--- config.mk ---
export PLATFORM = sky130hd
export DESIGN_NAME = nbit_piso_tx
export DESIGN_NICKNAME = d
export VERILOG_FILES = /design/src/rtl/nbit_piso_tx.sv
export SDC_FILE = /design/constraint.sdc
export NUM_CORES = 1
export LEC_CHECK = 0
export CAP_MARGIN = 10
export CORE_MARGIN = 2
export CORE_UTILIZATION = 35
export CTS_BUF_LIST = sky130_fd_sc_hd__clkbuf_16
export DETAILED_ROUTE_END_ITERATION = 10
export PLACE_DENSITY = 0.7
export SKIP_LAST_GASP = 1
export SYNTH_ARGS = -nofsm -noshare
export SYNTH_HDL_FRONTEND = slang
export SYNTH_SLANG_ARGS = --single-unit
--- constraint.sdc ---
create_clock -name clk -period 1.5 [get_ports clk]
set_input_delay 0.15 -clock clk [delete_from_list [all_inputs] [get_ports clk]]
set_output_delay 0.15 -clock clk [all_outputs]
set_load 0.05 [all_outputs]
--- src/rtl/nbit_piso_tx.sv ---
// rtl/nbit_piso_tx.sv - N-bit parallel-in/serial-out transmitter with load and serial valid/ready handshakes
module nbit_piso_tx #(
    parameter int N         = 6,
    parameter int MSB_FIRST = 1
) (
    input  logic         clk,
    input  logic         rst,
    input  logic [N-1:0] D,
    input  logic         load_valid,
    output logic         load_ready,
    output logic         sout,
    output logic         sout_valid,
    input  logic         sout_ready,
    output logic         sout_first,
    output logic         sout_last
);

    localparam int CNT_W = (N > 1) ? $clog2(N) : 1;
    localparam logic [CNT_W-1:0] LAST_CNT = CNT_W'(N - 1);

    typedef enum logic {
        IDLE  = 1'b0,
        SHIFT = 1'b1
    } state_t;

    state_t           state_q, state_d;
    logic [N-1:0]     shreg_q, shreg_d;
    logic [CNT_W-1:0] cnt_q, cnt_d;

    logic out_bit;
    logic load_fire;
    logic last_fire;

    // Serial outputs are decoded from registers only; load_ready alone sees sout_ready
    always_comb begin
        out_bit    = (MSB_FIRST != 0) ? shreg_q[N-1] : shreg_q[0];
        sout_valid = (state_q == SHIFT);
        sout       = sout_valid ? out_bit : 1'b0;
        sout_first = sout_valid && (cnt_q == '0);
        sout_last  = sout_valid && (cnt_q == LAST_CNT);
        last_fire  = sout_last && sout_ready;
        load_ready = (state_q == IDLE) || last_fire;
        load_fire  = load_valid && load_ready;
    end

    // Next-state: a load (from idle or on the final bit) wins; otherwise shift or go idle on consume
    always_comb begin
        state_d = state_q;
        shreg_d = shreg_q;
        cnt_d   = cnt_q;
        if (load_fire) begin
            shreg_d = D;
            cnt_d   = '0;
            state_d = SHIFT;
        end else if ((state_q == SHIFT) && sout_ready) begin
            if (sout_last) begin
                state_d = IDLE;
                cnt_d   = '0;
            end else begin
                if (MSB_FIRST != 0) begin
                    shreg_d = {shreg_q[N-2:0], 1'b0};
                end else begin
                    shreg_d = {1'b0, shreg_q[N-1:1]};
                end
                cnt_d = cnt_q + 1'b1;
            end
        end
    end

    // State, shift register and bit counter; reset aborts any frame in flight
    always_ff @(posedge clk or posedge rst) begin
        if (rst) begin
            state_q <= IDLE;
            shreg_q <= '0;
            cnt_q   <= '0;
        end else begin
            state_q <= state_d;
            shreg_q <= shreg_d;
            cnt_q   <= cnt_d;
        end
    end

endmodule

# Word-level counts from Yosys, hierarchy flattened
# Index checks and enable logic that the tools add are counted.
# word_totals
register_bits,10
input_bits,10
elab_cells,28
output_inout_bits,5
# op_classes
n_addsub,1
eq_ne,2
reduce_logical,11
mux,10
n_bitwise,1
# op_table
cell,count
two-way mux 6 bit,3
two-way mux 3 bit,3
logical AND 1 bit,5
two-way mux 1 bit,4
AND reduction 2 bit,2
nonzero test 2 bit,2
"adder 3 x 1 -> 3 bit, second input constant",1
"== test 3 bit, second input constant",1
logical NOT 3 bit,1
"inequality test 2 x 1 -> 1 bit, second input constant",1
logical OR 1 bit,1
inverter 1 bit,1

# Depth between registers and ports, before layout
# Gate-level depths: netlist of run 1.
# depth
depth_word,7
ltp_mapped,5
mapped_depth_nobuf,5

# Least setup slack after synthesis of run 1
# No wires, ideal clock.
# synth_path
path_type,register to output
startpoint,register state_q (netlist: sout_valid)
endpoint,output sout_first
t_arrival_ns,2.076
n_path_buf,1
path_slack_ns,-0.726
t_required_ns,1.350
path_stages_with_launch,4
path_cell_list,dfrtp_1 -> buf_4 -> inv_2 -> nor3b_1
# synth_via
elab_chain_len,1
# synth_rtl
element,line,source
from (decl),26,"state_t state_q, state_d;"
from (signal assigned),77,state_q <= state_d;
logical AND 1 bit,39,sout_first = sout_valid && (cnt_q == '0);
to (decl),14,"output logic sout_first,"
# Every way passes these cells.

# Worst setup path after layout of run 1
# layout_path
startpoint,register cnt_q[0]
endpoint,output sout_last
# layout_via
elab_chain_len,2
# layout_rtl
element,line,source
from (decl),28,"logic [CNT_W-1:0] cnt_q, cnt_d;"
from (signal assigned),79,cnt_q <= cnt_d;
== test 3 bit,40,sout_last = sout_valid && (cnt_q == LAST_CNT);
logical AND 1 bit,40,
to (decl),15,output logic sout_last
# Every way passes these cells.

==> results of run 1 <==
power groups by stage:
| stage | combinational [mW] | sequential [mW] | clock, mW |
|---|---|---|---|
| 2_1_floorplan | 0.481 | 0.436 | 0 |
| 3_3_place_gp | 0.794 | 0.437 | 0 |
| 3_5_place_dp | 0.805 | 0.444 | 0 |
| 4_1_cts | 0.865 | 0.435 | 0.488 |
| 5_1_grt | 1.08 | 0.463 | 0.504 |
| 6_report | 1.02 | 0.451 | 0.475 |
layout make-up:
cell class              instances  share of cell area [%]
repair buffers                 27                    28.5
flip-flops and latches         10                    23.6
multi-input cells              37                    32.7
well taps                      17                    2.00
inverters                      15                    5.76
clock inverters                 1                   0.353
clock buffers                   3                    7.06
cells in the final DEF (no fill, tap or decap), types with 2 or more instances in the layout:
cell type and instances:
clkdlybuf4s50_1 9, buf_12 5, ha_4 2, clkbuf_16 3, inv_1 12, a222oi_1 4
o21ai_0 2, inv_2 2, nand2b_1 2, buf_6 4, nor2_1 2, nand2_1 2
dfrtp_1 9, buf_4 9
metal layers:
layer	part of all wire (%)	vias up
met5	0	-
met4	2.9	0
met3	4.9	5
met2	48	26
met1	44	287
li1	-	282
cells by family (layout without fill, tap and decap cells):
logic type      count (synthesis)  count (layout)  share of synthesized area, %
flops                          10              10                          41.2
simple gates                   16              16                          13.2
compound gates                 17              17                          24.7
buf+inv                        17              46                          12.3
fa+ha+maj                       3               3                          6.17
mux                             1               1                          2.47
flip-flops by register name, summed over array words and instances (netlist names):
| signal | cells |
|---|---|
| shreg_q | 6 |
| cnt_q | 3 |
| sout_valid | 1 |
worst min path at each step:
| stage | from | endpoint | slack (ns) | cells after the start |
|---|---|---|---|---|
| 2_1_floorplan | rst | cnt_q[0] | -0.01 | 1 |
| 3_3_place_gp | rst | shreg_q[4] | 0.45 | 2 |
| 3_5_place_dp | rst | shreg_q[4] | 0.45 | 2 |
| 4_1_cts | rst | shreg_q[4] | 0.20 | 2 |
| 5_1_grt | rst | cnt_q[1] | 0.24 | 2 |
| 6_report | rst | shreg_q[4] | 0.19 | 2 |
repair_timing:
| item | in CTS | in global routing |
|---|---|---|
| resized for setup | 4 | 14 |
| setup endpoints to repair | 3 | 6 |
| pin swaps | 1 | 5 |
| setup buffers | 2 | 3 |
critical path: cells and delay by family, from the launching register on:
| kind | cells | cell delay, ns |
|---|---|---|
| buffers and inverters | 3 | 0.38 |
| AND/OR/NAND/NOR | 2 | 0.17 |
| flip-flops | 1 | 0.41 |
| adder cells (fa/ha/maj) | 1 | 0.16 |
==> results.cfg, run 1 <==
[final_layout]
drive_above_1_share_pct = 41.9
syn_to_final_growth_pct = 74.9
nNetsFinal = 107
final_area_um2 = 1060
regArea_um2 = 251
multiInputGateArea_um2 = 348
fin_util_pct = 63.7
fillers = 118
antennaDiodeCount = 0
fin_cells = 110

[critical_path]
cp_slowest_cell = dfrtp_1
crit_required_ns = 1.35
end_kind = output port
crit_arrival_ns = 1.36
crit_path_frequent_cell = buf_6
cpPeakStageDelay_ns = 0.41
reg2reg_slack_ns = 0
cp-startpoint = cnt_q[0]
cp-start-kind = flop
crit_type = reg2out
r2r-start = cnt_q[0]
r2r_end = shreg_q[4]
setup.worst_path.end = sout_last
reg2reg_depth = 5
crit_fanout = 4
crit_chain = buf_6, ha_4, buf_6, nand2_4, nor2_4, buf_12

[synth]
yosysWarnings = 0
syn_nets = 77
synthArstFlopShare_pct = 100
synth-seq-cells = 10
synth.cell_area_um2 = 608
synth.top_cells.by_count = 14 x inv_1, 10 x dfrtp_1, 4 x a222oi_1, 4 x nand2_1, 4 x nor2_1
synth_edf_count = 0
synth_top_area_cell = dfrtp_1
synth_top_area_share_pct = 41.2
ys_types = 27
yosysSeqAreaShare_pct = 41.2
synth-main-ff-cell = dfrtp_1
synth.avg_cell_area_um2 = 9.50
yosysMostFrequentCell = inv_1
ys_top_cells_by_area = dfrtp_1 41%, inv_1 8.6%, a222oi_1 6.6%
synthCells = 64

[flow_run]
drv_cap = 0

[timing]
rsz0062_at_grt = true
setup_viol_count_final = 2
maxSlewHeadroom_pct = 73.9
fin_setup_tns_ns = -0.00849
slew_viol_final = 0
final-hold-violation-count = 0
setup_slack_ns = -0.00799
clock_skew_ns = 0.000430
whs_ns = 0.192
worstMarginPinSlew_ns = 0.391
max_freq_mhz = 663
min_period_ns = 1.51
period_share_pct = 101

[route]
antenna_left = 0
detail_route.vias_per_cell = 5.45
routed_wl_um = 1620
remaining_drc_errors = 0
vias = 600
wl_per_cell_um = 14.7
dr.pass1.iters = 6
dr.first_iter.drc_count = 46

[power]
swShare_pct = 36.3
clkPwrFrac_pct = 24.4
p_sw_uw = 707
power.density_nw_per_um2 = 1830
combPwrFrac_pct = 52.5
finalPower_mw = 1.95
static-leakage-power_nw = 0.507
power.internal_mw = 1.24
vdd_ir_drop_max_mv = 0.889
power_frac_seq_pct = 23.1

[placement]
place_inst = 101
dp_slack_ns = 0.0174
placed_area_um2 = 878
dp_hpwl_um = 1010
numPortBuffers = 14
gp_congestion = 0.798

[cts]
clock-sinks = 10
clockBufferDepth = 2
cts_tree = yes
cts_buffers = 3
clkLatencyLatePin_ns = 0.24
h-tree-depth = 1
hold_buffers = 0
path_clk_slew_ns = 0.04
cts_root_buf = clkbuf_16

[floorplanning]
rows = 15
dieArea_um2 = 2090
start_util_pct = 36.4
core-area_um2 = 1670
die_h_um = 45.7
die_w_um = 45.7
io_pins = 15

[global_route]
met3_usage_pct = 2.38
top_usage_layer = met2
antenna_found_initial = 0
grt_pass1_vias = 536
grt_util_met2_pct = 24.8
grt_overflow = 0
grt_max_degree = 11
grt_usage_pct = 15.6
grt_pass1_wl_um = 2250
grtUsageMet1_pct = 19.3

[worst_hold_path]
min-delay-path-class = in2async

[run_status]
violations = negative setup slack
status = finished, violations left
No activity file was read; power rests on OpenSTA's default activity.
==> run 2, diff against run 1 <==
--- a/config.mk
+++ b/config.mk
@@ -12,6 +12,7 @@
 export DETAILED_ROUTE_END_ITERATION = 10
 export PLACE_DENSITY = 0.7
 export SKIP_LAST_GASP = 1
+export SLEW_MARGIN = 20
 export SYNTH_ARGS = -nofsm -noshare
 export SYNTH_HDL_FRONTEND = slang
 export SYNTH_SLANG_ARGS = --single-unit
==> constraint.sdc (replaced) <==
create_clock -name clk -period 1.42 [get_ports clk]
set_input_delay 0.142 -clock clk [delete_from_list [all_inputs] [get_ports clk]]
set_output_delay 0.142 -clock clk [all_outputs]
set_load 0.05 [all_outputs]
==> run 2 against run 1 <==
Hold slack worse by 0.0078 ns. Largest cell class unchanged. Critical path type unchanged. Global-route usage down 1.2 points. The run still ends with negative setup slack left. Sequential power up 2%. Highest routed layer unchanged.
==> results.cfg, run 2 (synthesized netlist as in run 1, its figures left out) <==
[route]
met3_wirelength_um = 63
route.top_layer_used = met4
vias = 555
dr.first_iter.drc_count = 20
wl_per_cell_um = 12.1
antenna_left = 0
dr.pass1.iters = 5
routed_wl_um = 1320
met2WireLength_um = 645
wl_met1_um = 601
detail_route.vias_per_cell = 5.09
remaining_drc_errors = 0

[critical_path]
crit_required_ns = 1.28
crit_arrival_ns = 1.30
reg2reg_depth = 5
r2r-start = cnt_q[0]
crit_fanout = 9
cp-start-kind = flop
cp-startpoint = sout_valid
end_kind = output port
r2r_end = shreg_q[4]
crit_type = reg2out
reg2reg_slack_ns = 0.05

[cts]
cts_buffers = 3
path_clk_slew_ns = 0.04
cts_tree = yes
clock-sinks = 10
hold_buffers = 0
clkLatencyLatePin_ns = 0.24
clockBufferDepth = 2
cts_root_buf = clkbuf_16
h-tree-depth = 1

[worst_hold_path]
min-delay-path-class = in2async

[power]
power.density_nw_per_um2 = 1880
power.internal_mw = 1.25
swShare_pct = 34.5
vdd_ir_drop_max_mv = 1.17
power_frac_seq_pct = 24.1
clkPwrFrac_pct = 25.9
p_sw_uw = 659
combPwrFrac_pct = 50.0
static-leakage-power_nw = 0.490

[global_route]
grt_max_degree = 11
antenna_found_initial = 0
grt_pass1_vias = 524
grt_overflow = 0
grt_usage_pct = 14.4
grt_pass1_wl_um = 2180

[timing]
period_share_pct = 102
min_period_ns = 1.45
maxSlewHeadroom_pct = 73.8
clock_skew_ns = 0.00553
rsz0062_at_grt = true
slew_viol_final = 0
final-hold-violation-count = 0
max_freq_mhz = 692
setup_slack_ns = -0.0253
setup_viol_count_final = 3
worstMarginPinSlew_ns = 0.392

[placement]
numPortBuffers = 14
dp_hpwl_um = 1020
place_inst = 104
placed_area_um2 = 901
gp_congestion = 0.787

[floorplanning]
core-area_um2 = 1670
die_h_um = 45.7
die_w_um = 45.7
start_util_pct = 36.4
rows = 15
io_pins = 15
dieArea_um2 = 2090

[run_status]
violations = negative setup slack
status = finished, violations left

[final_layout]
fillers = 138
syn_to_final_growth_pct = 66.7
fin_cells = 109
largest_reg_flops = 6
layout_commonest_cell = inv_1
nNetsFinal = 106
final_area_um2 = 1010
regMostFlops = shreg_q
drive_above_1_share_pct = 38.0
antennaDiodeCount = 0
mostFrequentLayoutCells = 14 x inv_1, 11 x buf_4, 9 x dfrtp_1, 9 x clkdlybuf4s50_1, 5 x buf_12

[flow_run]
drv_cap = 0
## run 2: changes by cell type in the layout (fill, tap and decap cells not counted), moves of 2 or more
cell    delta
buf_6      -3
buf_4      +2
inv_1      +2
nor2_2     +2
## run 2: per-stage QoR
stage	setup TNS (ns)	utilization (%)	total power, mW	hold WS (ns)	setup WS [ns]
2_1_floorplan	0	-	0.972	-0.0179	0.0121
3_3_place_gp	-0.171	53.9	1.33	0.444	-0.0387
3_5_place_dp	-0.438	53.9	1.36	0.448	-0.0966
4_1_cts	-0.0838	59.8	1.90	0.200	-0.0310
5_1_grt	-0.324	60.7	2.02	0.246	-0.0854
6_report	-0.0555	60.7	1.91	0.184	-0.0253
## run 2: metal layers
layer,GRT usage (%),up-vias
met5,0,-
met4,3.53,0
met3,4.76,2
met2,23.9,17
met1,17.9,260
li1,-,276
## run 2: cell type report
| cell class | count | area, um2 | area share, % |
|---|---|---|---|
| Multi-Input combinational cell | 37 | 319 | 31.5 |
| Timing Repair Buffer | 26 | 284 | 28.0 |
| Sequential cell | 10 | 251 | 24.8 |
| Clock buffer | 3 | 75.1 | 7.41 |
| Inverter | 15 | 58.8 | 5.80 |
| Tap cell | 17 | 21.3 | 2.10 |
| Clock inverter | 1 | 3.75 | 0.370 |
## run 2: worst max-delay path by stage
stage                 end  depth (start not counted)  slack [ns]
2_1_floorplan  sout_first                          3        0.01
4_1_cts         sout_last                          5       -0.03
5_1_grt        load_ready                          5       -0.09
3_3_place_gp   shreg_q[2]                          4       -0.04
6_report       sout_first                          4       -0.03
3_5_place_dp   shreg_q[2]                          4        -0.1
## run 2: power groups by stage
stage	combinational, mW	sequential [mW]	clock [mW]
detailed placement	0.894	0.462	0
floorplan	0.511	0.462	0
global route	1.03	0.472	0.515
finish	0.954	0.460	0.494
CTS	0.930	0.460	0.505
global placement	0.879	0.456	0
## run 2: critical path, stage by stage, from the launching register on
cell     delay (ns)
dfrtp_2        0.44
inv_2          0.09
buf_4          0.15
nor3b_4        0.22
buf_12         0.16
## run 2: what timing repair did
| item | CTS | global route |
|---|---|---|
| setup buffers | 1 | 0 |
| gates resized for setup | 5 | 3 |
| pin swaps | 0 | 1 |
| setup endpoints to repair | 5 | 7 |
| cloned | 0 | 0 |
==> run 3, diff against run 2 <==
--- a/config.mk
+++ b/config.mk
@@ -11,6 +11,7 @@
 export CTS_BUF_LIST = sky130_fd_sc_hd__clkbuf_16
 export DETAILED_ROUTE_END_ITERATION = 10
 export PLACE_DENSITY = 0.7
+export SETUP_SLACK_MARGIN = 0.1
 export SKIP_LAST_GASP = 1
 export SLEW_MARGIN = 20
 export SYNTH_ARGS = -nofsm -noshare
==> run 3 against run 2 <==
The flow still finishes with violations (negative setup slack). Worst setup slack lost 0.0056 ns. Global-route usage grew 8.1 points. Via count grew 17%. Fmax shrank 0.38%. Die area is the same. Design area grew 14%. Hold slack gained 0.0093 ns. Combinational power grew 35%. Non-clock buffer count grew 7. Sequential share of layout area shrank 3.1 points. Critical path type unchanged. Highest routed layer unchanged.
==> results.cfg, run 3 (synthesized netlist as in run 1, its figures left out) <==
[run_status]
status = finished, violations left
violations = negative setup slack

[placement]
place_inst = 106
numPortBuffers = 14
dp_hpwl_um = 1130
gp_congestion = 0.800
dp_slack_ns = -0.0206

[final_layout]
mostFrequentLayoutCells = 14 x buf_4, 12 x inv_1, 9 x dfrtp_1, 9 x clkdlybuf4s50_1
regMostFlops = shreg_q
layout_commonest_cell = buf_4
drive_above_1_share_pct = 49.5
fin_util_pct = 69.3
antennaDiodeCount = 0
nNetsFinal = 113
fin_cells = 116
largest_reg_flops = 6
syn_to_final_growth_pct = 90.3

[global_route]
grt_pass1_wl_um = 3280
grt_overflow = 0
grt_usage_pct = 22.5
grt_pass1_vias = 664
antenna_found_initial = 0
grt_max_degree = 11

[critical_path]
cp-start-kind = flop
crit_type = reg2out
r2r_end = shreg_q[2]
crit_required_ns = 1.28
r2r-start = cnt_q[0]
reg2reg_depth = 6
reg2reg_slack_ns = -0.02
end_kind = output port
crit_fanout = 4
crit_arrival_ns = 1.31

[power]
clkPwrFrac_pct = 22.4
power.internal_mw = 1.43
swShare_pct = 36.6
vdd_ir_drop_max_mv = 1.15
finalPower_mw = 2.25
static-leakage-power_nw = 0.543
p_sw_uw = 824
power_frac_seq_pct = 20.3
power.density_nw_per_um2 = 1950
combPwrFrac_pct = 57.3

[timing]
setup_slack_ns = -0.0308
maxSlewHeadroom_pct = 72.6
clock_skew_ns = 0.00153
period_share_pct = 102
rsz0062_at_grt = true
final-hold-violation-count = 0
worstMarginPinSlew_ns = 0.410
slew_viol_final = 0
whs_ns = 0.194
max_freq_mhz = 689
min_period_ns = 1.45
setup_viol_count_final = 5

[floorplanning]
core-area_um2 = 1670
die_h_um = 45.7
io_pins = 15
rows = 15
start_util_pct = 36.4
dieArea_um2 = 2090
die_w_um = 45.7

[cts]
clock-sinks = 10
cts_root_buf = clkbuf_16
cts_buffers = 3
clockBufferDepth = 2
clkLatencyLatePin_ns = 0.24
h-tree-depth = 1
path_clk_slew_ns = 0.04
cts_tree = yes
hold_buffers = 0

[route]
vias = 647
wl_per_cell_um = 17.0
remaining_drc_errors = 0
dr.first_iter.drc_count = 43
antenna_left = 0
detail_route.vias_per_cell = 5.58
dr.pass1.iters = 4
routed_wl_um = 1970

[worst_hold_path]
min-delay-path-class = in2async

[flow_run]
drv_cap = 0
-- run 3: cell count changes in the layout (fill, tap and decap cells not counted), sizes merged --
cell | before | now
buf | 17 | 24
clkinv | 0 | 1
inv | 16 | 15
-- run 3: routing by layer --
metal	routed length (um)	global-route usage, %	up-vias
met4	37	10.6	0
met5	0	0	-
li1	-	-	293
met3	70	3.57	6
met1	827	27.1	322
met2	1030	38.6	26
-- run 3: how the worst max path moves through the flow --
stage                    start          to  slack [ns]
finish                cnt_q[0]  load_ready       -0.03
global route          cnt_q[0]  load_ready       -0.07
CTS                   cnt_q[1]  sout_first       -0.03
detailed placement  sout_ready  shreg_q[4]       -0.02
global placement    sout_ready  shreg_q[4]      -0.005
floorplan             cnt_q[1]  sout_valid        0.03
-- run 3: power groups by stage --
stage               registers, mW  clock network (mW)  logic (mW)
global placement            0.442                   0       0.926
floorplan                   0.462                   0       0.513
detailed placement          0.448                   0       0.950
CTS                         0.449               0.510        1.15
finish                      0.458               0.504        1.29
global route                0.468               0.522        1.37
-- run 3: layout make-up --
cell class	instances	area, um2
inverters	15	61.3
well taps	17	21.3
fillers	109	513
clock buffers	3	75.1
repair buffers	33	352
multi-input cells	37	393
clock inverters	1	3.75
flip-flops and latches	10	251
-- run 3: per-stage QoR --
step | TNS [ns] | cell area [um2]
after floorplan | 0 | 632
after detailed placement | -0.0756 | 918
after global placement | -0.0151 | 918
final | -0.0899 | 1160
after global routing | -0.485 | 1160
after CTS | -0.0520 | 1110
-- run 3: critical path: stages (launching register included) --
cell	delay, ns
dfrtp_1	0.39
buf_6	0.13
ha_4	0.17
nand3_4	0.08
buf_6	0.10
nand2_4	0.05
buf_12	0.14
-- run 3: what timing repair did --
item	in CTS	in global routing
pin swaps	8	7
setup buffers	5	1
gates resized for setup	19	8
endpoints found under the setup margin	9	12
